<file path="config.mk">
export PLATFORM = sky130hd
export DESIGN_NAME = down_wrap_monitor
export DESIGN_NICKNAME = d
export VERILOG_FILES = /design/src/rtl/down_cnt_pkg.sv /design/src/rtl/down_step_classify.sv /design/src/rtl/down_wrap_monitor.sv
export SDC_FILE = /design/constraint.sdc
export NUM_CORES = 1
export LEC_CHECK = 0
export ABC_AREA = 0
export BUFFER_PORTS_ARGS = -buffer_cell sky130_fd_sc_hd__buf_2
export CORE_UTILIZATION = 49
export DETAILED_ROUTE_END_ITERATION = 16
export PLACE_DENSITY_LB_ADDON = 0.05
export SKIP_LAST_GASP = 1
export SLEW_MARGIN = 20
export SYNTH_ARGS = -nofsm -noshare
export SYNTH_HDL_FRONTEND = slang
export SYNTH_HIERARCHICAL = 1
export SYNTH_SLANG_ARGS = --single-unit
</file>
<file path="constraint.sdc">
create_clock -name clk -period 3.7 [get_ports clk]
set_input_delay 0.37 -clock clk [delete_from_list [all_inputs] [get_ports clk]]
set_output_delay 0.37 -clock clk [all_outputs]
set_load 0.01 [all_outputs]
</file>
<file path="src/rtl/down_cnt_pkg.sv">
// Shared types for the down-counter wrap monitor: 2-bit count value, FSM states
// and the per-sample step classification.
package down_cnt_pkg;

    typedef logic [1:0] cnt2_t;

    typedef enum logic [1:0] {
        ST_IDLE  = 2'd0,
        ST_TRACK = 2'd1,
        ST_ALERT = 2'd2,
        ST_ERROR = 2'd3
    } state_t;

    typedef enum logic [1:0] {
        STEP_HOLD    = 2'd0,
        STEP_DEC     = 2'd1,
        STEP_WRAP    = 2'd2,
        STEP_ILLEGAL = 2'd3
    } step_t;

endpackage

</file>
<file path="src/rtl/down_step_classify.sv">
// Combinational decode of one down-counter sample against the previous sample:
// hold, single decrement, 00->11 wrap, or illegal jump.
module down_step_classify
    import down_cnt_pkg::*;
(
    input  cnt2_t prev,
    input  cnt2_t q_in,
    output step_t kind
);

    cnt2_t dec;

    assign dec = prev - 2'd1;

    always_comb begin
        // NOTE: assign a default before any branch so no path leaves kind unassigned (avoids a latch).
        kind = STEP_ILLEGAL;
        if (q_in == prev) begin
            kind = STEP_HOLD;
        end else if (q_in == dec) begin
            kind = (prev == 2'b00) ? STEP_WRAP : STEP_DEC;
        end
    end

endmodule

</file>
<file path="src/rtl/down_wrap_monitor.sv">
// Watches a 2-bit down counter, counts 00->11 wraps and raises irq at WRAP_LIMIT.
// Define DOWN_WRAP_SEQ_CHECK_EN to enable illegal-step detection (seq_err, ERROR state).
module down_wrap_monitor
    import down_cnt_pkg::*;
#(
    parameter int WRAP_W     = 8,
    parameter int WRAP_LIMIT = 4
) (
    input  logic              clk,
    input  logic              reset,
    input  logic              en,
    input  logic [1:0]        q_in,
    input  logic              clr,
    input  logic              irq_ack,
    output logic              wrap_pulse,
    output logic [WRAP_W-1:0] wrap_cnt,
    output logic              irq,
    output logic              seq_err
);

    localparam logic [WRAP_W-1:0] CNT_MAX = '1;
    localparam logic [WRAP_W-1:0] CNT_ONE = WRAP_W'(1);
    localparam logic [WRAP_W-1:0] LIMIT   = WRAP_W'(WRAP_LIMIT);

    state_t            state;
    cnt2_t             prev;
    step_t             kind;
    logic [WRAP_W-1:0] cnt_inc;
    logic              ack_hit;

    down_step_classify u_classify (
        .prev (prev),
        .q_in (q_in),
        .kind (kind)
    );

    assign cnt_inc = (wrap_cnt == CNT_MAX) ? wrap_cnt : wrap_cnt + CNT_ONE;
    assign ack_hit = (state == ST_ALERT) && irq_ack;

`ifndef DOWN_WRAP_SEQ_CHECK_EN
    assign seq_err = 1'b0;
`endif

    // NOTE: every register here uses <= so all state updates see the pre-edge values.
    always_ff @(posedge clk or negedge reset) begin
        if (!reset) begin
            state      <= ST_IDLE;
            prev       <= 2'b00;
            wrap_cnt   <= '0;
            wrap_pulse <= 1'b0;
            irq        <= 1'b0;
`ifdef DOWN_WRAP_SEQ_CHECK_EN
            seq_err    <= 1'b0;
`endif
        end else if (clr) begin
            state      <= ST_IDLE;
            wrap_cnt   <= '0;
            wrap_pulse <= 1'b0;
            irq        <= 1'b0;
`ifdef DOWN_WRAP_SEQ_CHECK_EN
            seq_err    <= 1'b0;
`endif
        end else begin
            wrap_pulse <= 1'b0;
            case (state)
                ST_IDLE: begin
                    if (en) begin
                        prev  <= q_in;
                        state <= ST_TRACK;
                    end
                end
                ST_TRACK, ST_ALERT: begin
                    if (!en) begin
                        state <= ST_IDLE;
                    end else begin
                        prev <= q_in;
                        case (kind)
                            STEP_WRAP: begin
                                wrap_pulse <= 1'b1;
                                if (ack_hit) begin
                                    wrap_cnt <= CNT_ONE;
                                    irq      <= 1'b0;
                                    state    <= ST_TRACK;
                                end else begin
                                    wrap_cnt <= cnt_inc;
                                    if (cnt_inc == LIMIT && wrap_cnt != CNT_MAX) begin
                                        irq   <= 1'b1;
                                        state <= ST_ALERT;
                                    end
                                end
                            end
`ifdef DOWN_WRAP_SEQ_CHECK_EN
                            STEP_ILLEGAL: begin
                                seq_err <= 1'b1;
                                state   <= ST_ERROR;
                            end
`endif
                            default: begin
                                // Hold, decrement, or (without the check) a silent resync.
                                if (ack_hit) begin
                                    wrap_cnt <= '0;
                                    irq      <= 1'b0;
                                    state    <= ST_TRACK;
                                end
                            end
                        endcase
                    end
                end
                default: begin
                    // ERROR is sticky until clr or reset.
                end
            endcase
        end
    end

endmodule

</file>
Word level (Yosys, flattened, before mapping)
Cells that the tools add are included.
- logic and storage cells: 63
- input bits: 7
- bits in registers: 14
- output and inout bits: 11
- eq/ne operators: 11
- bitwise logic cells: 1
- add/sub/neg operators: 2
- reductions and logical operators: 15
- mux-type cells: 29
- operator list (operator ; count):
    two-way mux 8 bit ; 7
    two-way mux 2 bit ; 10
    two-way mux 1 bit ; 11
    inequality test 5 bit, second input constant ; 2
    nonzero test 3 bit ; 3
    adder 8 x 1 -> 8 bit, second input constant ; 1
    == test 8 x 3 -> 1 bit, second input constant ; 1
    == test 8 bit, second input constant ; 1
    inequality test 8 bit, second input constant ; 1
    AND reduction 4 bit ; 2
    AND reduction 3 bit ; 2
    == test 2 bit ; 2
    == test 2 bit, second input constant ; 2
    logical NOT 2 bit ; 2
    case mux 2 bit (2 select lines) ; 1
    nonzero test 2 bit ; 2
    inequality test 3 bit, second input constant ; 1
    OR reduction 3 bit ; 1
    == test 2 x 1 -> 1 bit, second input constant ; 1
    logical AND 1 bit ; 2
    OR reduction 2 bit ; 1
    subtractor 2 x 1 -> 2 bit, second input constant ; 1
    inverter 1 bit ; 1

Depth between registers and ports, before layout
Gate-level depths: netlist of the first run.
- depth after elaboration: 10
- depth in mapped cells: 10
- mapped depth without buffers: 9

Modules after synthesis
The synthesis of the first run kept the hierarchy.
- modules (own cells, without submodules) (module ; cells an instance ; sequential area each (um^2) ; times used ; area each (um^2)):
    down_wrap_monitor ; 113 ; 350.3 ; 1 ; 989.7
    down_step_classify ; 10 ; 0.0 ; 1 ; 66.3

Worst setup path before layout of the first run
Ideal clock, no wire load.
- path kind: register to register
- start: reg prev[0]
- end: reg wrap_cnt[2]
- arrival time: 1.922 ns
- data required time: 3.623 ns
- stages on the path, launching flop included: 11
- setup time: 0.077 ns
- period minus slack after synthesis: 2.000 ns
- path buffers: 2
- slack: 1.700 ns
- cells stage by stage: dfrtp_1 -> inv_1 -> ha_1 -> xor2_1 -> a31oi_1 -> nor2b_1 -> and4_1 -> clkbuf_1 -> buf_2 -> o21ai_0 -> a21oi_1
- word-level cells in the longest chain between the ends: 9
- elaborated cells between the ends (all ways): 14
- those cells by class: add/sub (1); eq/ne (3); mux (7); reduce/logical (3)
- RTL lines (item ; line ; source):
    from (decl) ; down_wrap_monitor.sv:26 ; cnt2_t prev;
    from (signal assigned) ; down_wrap_monitor.sv:68 ; prev <= q_in;
    from (signal assigned) ; down_wrap_monitor.sv:76 ; prev <= q_in;
    subtractor 2 x 1 -> 2 bit / logical NOT 2 bit (equally long branches) ; down_step_classify.sv:13, down_step_classify.sv:21 ;
    == test 2 bit / two-way mux 2 bit (equally long branches) ; down_step_classify.sv:20, down_step_classify.sv:21 ;
    two-way mux 2 bit ; down_step_classify.sv:20 ; end else if (q_in == dec) begin
    two-way mux 2 bit * ; down_step_classify.sv:18 ; if (q_in == prev) begin
    named net kind[1] ; down_wrap_monitor.sv:27 ; step_t kind;
    == test 2 bit * ; down_wrap_monitor.sv:77 ; case (kind)
    two-way mux 8 bit ; down_wrap_monitor.sv:77 ;
    two-way mux 8 bit ; down_wrap_monitor.sv:73 ; if (!en) begin
    two-way mux 8 bit ; down_wrap_monitor.sv:65 ; case (state)
    two-way mux 8 bit ; down_wrap_monitor.sv:55 ; end else if (clr) begin
    to (signal assigned) ; down_wrap_monitor.sv:85 ; wrap_cnt <= cnt_inc;
    to (decl) ; down_wrap_monitor.sv:16 ; output logic [WRAP_W-1:0] wrap_cnt,
Mark *: on every way through the listed nets, which the timed path passes. The rest lies on a longest branch. The select of a mux whose other input is x is not followed.
A chain may end at the register's enable or synchronous reset.

Worst setup path in the final report of the first run
- start: reg prev[0]
- end: reg wrap_cnt[3]
The elaborated chain is that of the path after synthesis.

==> results.cfg, run 1 <==
[pwr]
power.density_nw_per_um2 = 364.7
peakVddDrop_v = 0.0002695
power_w = 0.0004308
power_leakage_nw = 0.5455

[cts]
cts_root_buf = clkbuf_4
htreeDepth = 1
post-cts-setup-buffers = 0
worstSkewPairLatency_ns = 0.28
clockBufferDepth = 2
cts_tree = built
numCtsBuffers = 3
clkTransAtPathRegs_ns = 0.09
cts_hold_buffers = 1
cts_resized = 0
cts.sinks = 14

[drt]
routed_wirelength_um = 2346
vias = 993
first_pass_iters = 4
vias_per_cell = 6.055
ant_nets = 0
drc = 0
drtIter0Drc = 27
wl_per_cell_um = 14.30

[cells_and_area]
fin_area_um2 = 1181
layout.nets = 150
area_growth_pct = 11.85
num_antenna_cells = 0
final_util_pct = 59.00
fillCellCount = 190
layout-drive-gt1-share_pct = 20.44

[grt]
grt_pass1_vias = 859
met3_usage_pct = 1.887
grt_max_degree = 16
grtUsageMet2_pct = 36.15
grt_antenna_before_repair = 0
overflow = 0
grt_pass1_wl_um = 3912
top_usage_layer = met2
grt.total_usage_pct = 21.18
met1_usage_pct = 28.09

[placed_design]
dpl_cell_area_um2 = 1135
place_congestion = 0.7821
portBuffers = 16
dp_hpwl_um = 1695

[synth]
ys_seq_area_share_pct = 33.18
synth_nets = 135
synth_enable_flop_cells = 0
ys_seq_elements = 14
synth_area_per_cell_um2 = 8.585
synth_cell_types = 43
synth_flop_cell = dfrtp_1
syn_inst = 123
synthTopCellsByArea = dfrtp_1, ha_1, a21oi_1
yosys.cell_count.top_type = dfrtp_1
async_flop_share_pct = 100.0
ys_warn_count = 6
yosysTopAreaCell = dfrtp_1
synth_top_area_share_pct = 33.18
synthTopCellsByCount = dfrtp_1, a21oi_1, inv_1, nand2_1, nor2_1
netlist_area_um2 = 1056

[timing]
holdWs_ns = 0.3440
fin_crit_ns = 2.234
finalMaxSlewViolations = 0
skew_ns = 0.002479
fin_setup_tns_ns = 0
rsz0062_at_grt = false
finalSetupViolCount = 0
timing.fmax_mhz = 447.7
post-route-period-util_pct = 60.37
final_hold_viol_count = 0

[worst_setup_path]
critical_path_class = register to register
critPathRequiredTime_ns = 3.91
end_kind = register
start_kind = register
worst-path-max-fanout = 15
arrival_ns = 2.45

[floorplan]
die-area_um2 = 2345
die_w_um = 48.43
start_util_pct = 52.75
boundaryPins = 18
coreArea_um2 = 2002
die_h_um = 48.43
num_rows = 16

[outcome]
status = finished, final reports clean

[run]
cap_violations = 0

[hold_path]
min_path_type = input port to register
cell type report:
cell class                 instances  area [um2]  area share, %
timing repair buffer              17       90.09          7.627
sequential                        14       350.3          29.66
inverter                          10       37.54          3.178
multi-input combinational         92       633.1          53.60
tap                               27       33.78          2.860
clock buffer                       4       36.28          3.072
path summary, 6_finish.rpt:
path	slack, ns	cells after the start	end	start
worst max-delay path	1.47	8	wrap_cnt[3]	prev[0]
worst min-delay path	0.34	2	prev[0]	q_in[0]
worst max register to register	1.47	8	wrap_cnt[3]	prev[0]
worst min register to register	0.57	1	prev[0]	prev[0]
max in group asynchronous	2.95	2	prev[1]	reset
min in group asynchronous	0.51	2	wrap_cnt[4]	reset
critical path: stages, from the launching register on:
cell     delay, ns
dfrtp_1       0.39
inv_1         0.06
ha_1          0.30
xor2_1        0.16
a31oi_1       0.21
nor2b_1       0.18
and4_1        0.51
o21ai_0       0.16
a31oi_1       0.18
state kept, by name (all words and copies together), names as in the netlist:
signal,cells
irq,1
wrap_pulse,1
prev,2
state,2
wrap_cnt,8
where the power goes:
group / internal, W / switching (W) / leakage, nW / total [W]
logic: 0.0000600 / 0.0000852 / 0.335 / 0.000145
registers: 0.000163 / 0.0000100 / 0.189 / 0.000173
clock network: 0.0000599 / 0.0000525 / 0.0210 / 0.000112
total: 0.000283 / 0.000148 / 0.545 / 0.000431
per-layer routing:
metal	part of all wire (%)	vias up
met3	3.1	4
met1	46	489
met4	1.1	0
met5	0	-
li1	-	473
met2	50	27
layout by cell type, fill, tap and decap left out, types with 3 or more instances in the layout:
cell	n
buf_2	16
dfrtp_1	14
a21oi_1	11
inv_1	10
nand2_1	10
nor2_1	8
a31oi_1	5
ha_1	5
nor2b_1	4
nand2b_1	4
o21ai_0	4
xor2_1	4
clkbuf_4	3
stage by stage:
stage	instances	setup WS, ns
after floorplan	123	1.700
after global placement	159	1.584
after detailed placement	159	1.474
after CTS	164	1.466
after global routing	164	1.289
final	164	1.466
cells by family after synthesis:
logic type | after synthesis | synth area share [%]
AND/OR/NAND/NOR | 40 | 21.92
AO/OA/AOI/OAI | 38 | 24.53
buffers and inverters | 17 | 6.873
flip-flops | 14 | 33.18
adder cells (fa/ha/maj) | 5 | 5.924
XOR/XNOR | 5 | 4.147
multiplexers | 3 | 3.080
other | 1 | 0.3551
No activity file was read; power rests on OpenSTA's default activity.
==> run 2, diff against run 1 <==
Clock period 3.7 ns to 2.13 ns, I/O delays scaled along.
==> run 2 against run 1 <==
Count of clock-buffer cells in the layout shrank 1. Non-clock buffer count is 4 higher. Sequential share of layout area fell by 0.77 points. Critical path depth grew 2. Register-to-register slack worse by 1.4 ns. First-iteration DRC count shrank 44%. Wire length rose by 0.13%. Clock skew rose by 0.0029 ns. Largest cell class unchanged. Highest routed layer unchanged.
==> results.cfg, run 2 (synthesis gave the netlist of run 1 again) <==
[outcome]
status = finished, final reports clean

[cells_and_area]
final_common_cell = buf_2
regArea_um2 = 350.3
reg_top3 = wrap_cnt: 8 flops, prev: 2 flops, state: 2 flops
num_antenna_cells = 0
regMostFlops = wrap_cnt
fillCellCount = 190
multi_input_area_um2 = 644.4
area_growth_pct = 14.81
stdcell_count = 167
layout.nets = 154
mostFrequentLayoutCells = buf_2, dfrtp_1, a21oi_1
layout-drive-gt1-share_pct = 22.86
largest_register_ffs = 8

[cts]
cts_tree = built
clkTransAtPathRegs_ns = 0.08
cts.sinks = 14
worstSkewPairLatency_ns = 0.28
htreeDepth = 1
numCtsBuffers = 3
clockBufferDepth = 2
cts_root_buf = clkbuf_4

[floorplan]
die_h_um = 48.43
start_util_pct = 52.75
die_w_um = 48.43
coreArea_um2 = 2002
boundaryPins = 18
num_rows = 16
die-area_um2 = 2345

[drt]
first_pass_iters = 4
drc = 0
vias_per_cell = 5.766
ant_nets = 0
routed_wirelength_um = 2349
wl_per_cell_um = 14.07
vias = 963
drtIter0Drc = 15

[grt]
grt_max_degree = 16
grt.total_usage_pct = 21.92
grt_pass1_wl_um = 4105
grt_pass1_vias = 916
overflow = 0
grt_antenna_before_repair = 0

[worst_setup_path]
critical_path_depth = 10
cp_slowest_cell = dfrtp_1
cp_cell_sequence = inv_1 -> ha_1 -> xor2_1 -> a31oi_1 -> nor2b_2 -> and4_1 -> buf_6 -> nand2_1 -> nand2_1 -> a22o_1
path_common_cell = nand2_1
worst-path-max-fanout = 15
critical_path_class = register to register
critPathRequiredTime_ns = 2.30
crit_family = simple AND/OR/NAND/NOR gates
end_kind = register
rr_worst_depth = 10
start_kind = register
arrival_ns = 2.19
crit_buf_inv = 2
cp_slowest_stage_delay_ns = 0.39

[timing]
rsz0062_at_grt = true
finalSetupViolCount = 0
finalMaxSlewViolations = 0
timing.fmax_mhz = 495.8
fin_setup_tns_ns = 0
fin_crit_ns = 2.017
post-route-period-util_pct = 94.69
final_hold_viol_count = 0
skew_ns = 0.005417

[hold_path]
min_path_cells = 2
min_path_type = input port to register

[placed_design]
place_congestion = 0.8635
placed_cells = 162
dp_hpwl_um = 1751
portBuffers = 16

[pwr]
peakVddDrop_v = 0.0004375
power_leakage_nw = 0.5660
power.density_nw_per_um2 = 602.7

[run]
cap_violations = 0
[run 2: layout make-up]
cell class,instances,share of cell area (%)
clock buffers,3,1.858
inverters,10,3.096
multi-input cells,92,53.15
flip-flops and latches,14,28.90
well taps,27,2.786
repair buffers,21,10.22
[run 2: metrics by stage]
stage	hold WS (ns)	utilization, %	power [W]	worst slack (ns)	instance area [um2]
after CTS	0.2049	59.44	0.0007131	0.08442	1190
after detailed placement	0.1306	57.81	0.0005653	0.1098	1157
after floorplan	-0.08259	-	0.0004983	0.1301	1056
final	0.1976	60.56	0.0007307	0.1132	1212
after global routing	0.2122	60.56	0.0007809	-0.03699	1212
after global placement	0.1318	57.81	0.0005590	0.1303	1157
[run 2: power breakdown]
| part | switching, W | internal (W) | total, W |
|---|---|---|---|
| logic | 0.000155 | 0.000126 | 0.000281 |
| clock network | 0.0000865 | 0.0000657 | 0.000152 |
| registers | 0.0000140 | 0.000284 | 0.000298 |
| total | 0.000256 | 0.000475 | 0.000731 |
[run 2: what timing repair did]
item | in CTS | in global routing
hold buffers | 1 | 0
endpoints found under the setup margin | 0 | 10
endpoints found under the hold margin | 14 | 0
resized for setup | 0 | 5
setup buffers | 0 | 1
[run 2: metal layers]
metal	track usage [%]	wire (um)	vias to the layer above
met2	38.26	1143	15
met5	0	0	-
met4	7.353	36	0
li1	-	-	480
met1	28.57	1116	463
met3	1.887	53	5
[run 2: worst paths after layout]
path	start	slack, ns	end
worst max-delay path	prev[0]	0.11	wrap_cnt[1]
worst min-delay path	q_in[0]	0.20	prev[0]
worst max register to register	prev[0]	0.11	wrap_cnt[1]
worst min register to register	prev[1]	0.57	prev[1]
max in group asynchronous	reset	1.54	wrap_cnt[1]
min in group asynchronous	reset	0.35	wrap_cnt[3]
==> run 3, diff against run 2 <==
Settings changed: CORE_MARGIN set to 8.
==> run 3 against run 2 <==
Combinational power down 4%. Largest cell class unchanged. Via count up 3.0%. Maximum frequency down 0.18%. Critical endpoint unchanged. Count of clock-buffer cells in the layout up 1. Total power up 4.0%.
==> results.cfg, run 3 (synthesis gave the netlist of run 1 again) <==
[grt]
grt_antenna_before_repair = 0
grt_pass1_wl_um = 4209
overflow = 0
grt_max_degree = 16
grt.total_usage_pct = 12.68
grt_pass1_vias = 955

[drt]
ant_nets = 0
drc = 0
vias_per_cell = 5.905
routed_wirelength_um = 2421
wl_per_cell_um = 14.41
first_pass_iters = 4
drtIter0Drc = 58
vias = 992

[worst_setup_path]
rr_worst_depth = 9
timing.rr.end = wrap_cnt[1]
cp_cell_sequence = inv_1 -> ha_1 -> xor2_1 -> a31oi_1 -> nand2b_1 -> nand2_1 -> a31o_2 -> nand2_1 -> a22o_1
critPathRequiredTime_ns = 2.31
r2r-start = prev[1]
end_kind = register
cp_slowest_stage_delay_ns = 0.40
start_kind = register
crit_buf_inv = 1
crit_family = compound AO/OA/AOI/OAI gates
critical_path_class = register to register
regToRegSetupSlack_ns = 0.11
worst-path-max-fanout = 8
path_common_cell = nand2_1
arrival_ns = 2.20
cp_slowest_cell = dfrtp_1

[cells_and_area]
regMostFlops = wrap_cnt
largest_register_ffs = 8
num_antenna_cells = 0
stdcell_count = 168
final_common_cell = buf_2
area_growth_pct = 14.69
mostFrequentLayoutCells = buf_2, dfrtp_1, a21oi_1
layout.nets = 153
final_util_pct = 56.94
layout-drive-gt1-share_pct = 22.86
reg_top3 = wrap_cnt: 8 flops, prev: 2 flops, state: 2 flops
fin_area_um2 = 1211

[placed_design]
dpl_cell_area_um2 = 1159
dp_slack_ns = 0.07775
portBuffers = 16
dp_hpwl_um = 1802
placed_cells = 163
place_congestion = 0.8746

[timing]
fin_setup_tns_ns = 0
rsz0062_at_grt = true
worst_slack_ns = 0.1096
skew_ns = 0.002488
finalSetupViolCount = 0
post-route-period-util_pct = 94.86
final_hold_viol_count = 0
fin_crit_ns = 2.020
timing.fmax_mhz = 494.9
finalMaxSlewViolations = 0

[cts]
cts_tree = built
worstSkewPairLatency_ns = 0.28
clockBufferDepth = 2
cts_root_buf = clkbuf_4
htreeDepth = 1
cts.sinks = 14
numCtsBuffers = 3
post-cts-setup-buffers = 0
clkTransAtPathRegs_ns = 0.09

[pwr]
clockPowerShare_pct = 25.4
power_leakage_nw = 0.5648
power.density_nw_per_um2 = 627.2
seq_power_share_pct = 39.2
swShare_pct = 33.25
combPwrFrac_pct = 35.4
p_sw_w = 0.0002526
peakVddDrop_v = 0.0003836
intPower_w = 0.0005070

[hold_path]
holdCritStartpoint = q_in[0]
min_path_cells = 2
whs_endpoint = prev[0]
min_path_type = input port to register

[floorplan]
start_util_pct = 49.65
coreArea_um2 = 2127
die_w_um = 62.43
num_rows = 17
die-area_um2 = 3897
die_h_um = 62.43
boundaryPins = 18

[outcome]
status = finished, final reports clean

[run]
cap_violations = 0
-- run 3: cell types whose count changed in the layout (fill, tap and decap cells not counted), sizes merged --
cell / previous run / this run
clkbuf: 3 / 4
buf: 20 / 19
-- run 3: cell type report --
cell class,instances,area (um2)
repair buffers,20,116.4
clock buffers,4,36.28
well taps,28,35.03
fillers,204,915.9
multi-input cells,92,635.6
inverters,10,37.54
flip-flops and latches,14,350.3
-- run 3: repair_timing --
action | in CTS | in global routing
setup endpoints to repair | 0 | 9
hold buffers | 1 | 0
hold endpoints to repair | 14 | 0
resized for setup | 0 | 3
-- run 3: stage by stage --
step / power (W) / hold WS, ns
6_report: 0.0007596 / 0.1853
5_1_grt: 0.0008112 / 0.1970
4_1_cts: 0.0007585 / 0.1899
3_5_place_dp: 0.0005664 / 0.1309
3_3_place_gp: 0.0005592 / 0.1285
2_1_floorplan: 0.0004983 / -0.08259
-- run 3: power by group through the flow --
stage | registers [W] | clock network [W] | logic (W)
floorplan | 0.000304 | 0 | 0.000194
global route | 0.000300 | 0.000207 | 0.000304
CTS | 0.000298 | 0.000195 | 0.000266
detailed placement | 0.000303 | 0 | 0.000263
global placement | 0.000302 | 0 | 0.000257
finish | 0.000298 | 0.000193 | 0.000269
-- run 3: metal layers --
layer	track usage (%)	share of wire (%)
met3	2.151	3.6
met4	5.983	1.7
met2	23.16	51
met5	0	0
met1	13.77	44
-- run 3: worst max path at each step --
| stage | slack [ns] | depth (start not counted) | to | start |
|---|---|---|---|---|
| after global routing | -0.03 | 9 | wrap_cnt[1] | prev[1] |
| after floorplan | 0.13 | 10 | wrap_cnt[2] | prev[0] |
| after detailed placement | 0.08 | 9 | state[1] | prev[1] |
| final | 0.11 | 9 | wrap_cnt[1] | prev[1] |
| after CTS | 0.07 | 9 | state[1] | prev[1] |
| after global placement | 0.12 | 9 | state[1] | prev[0] |
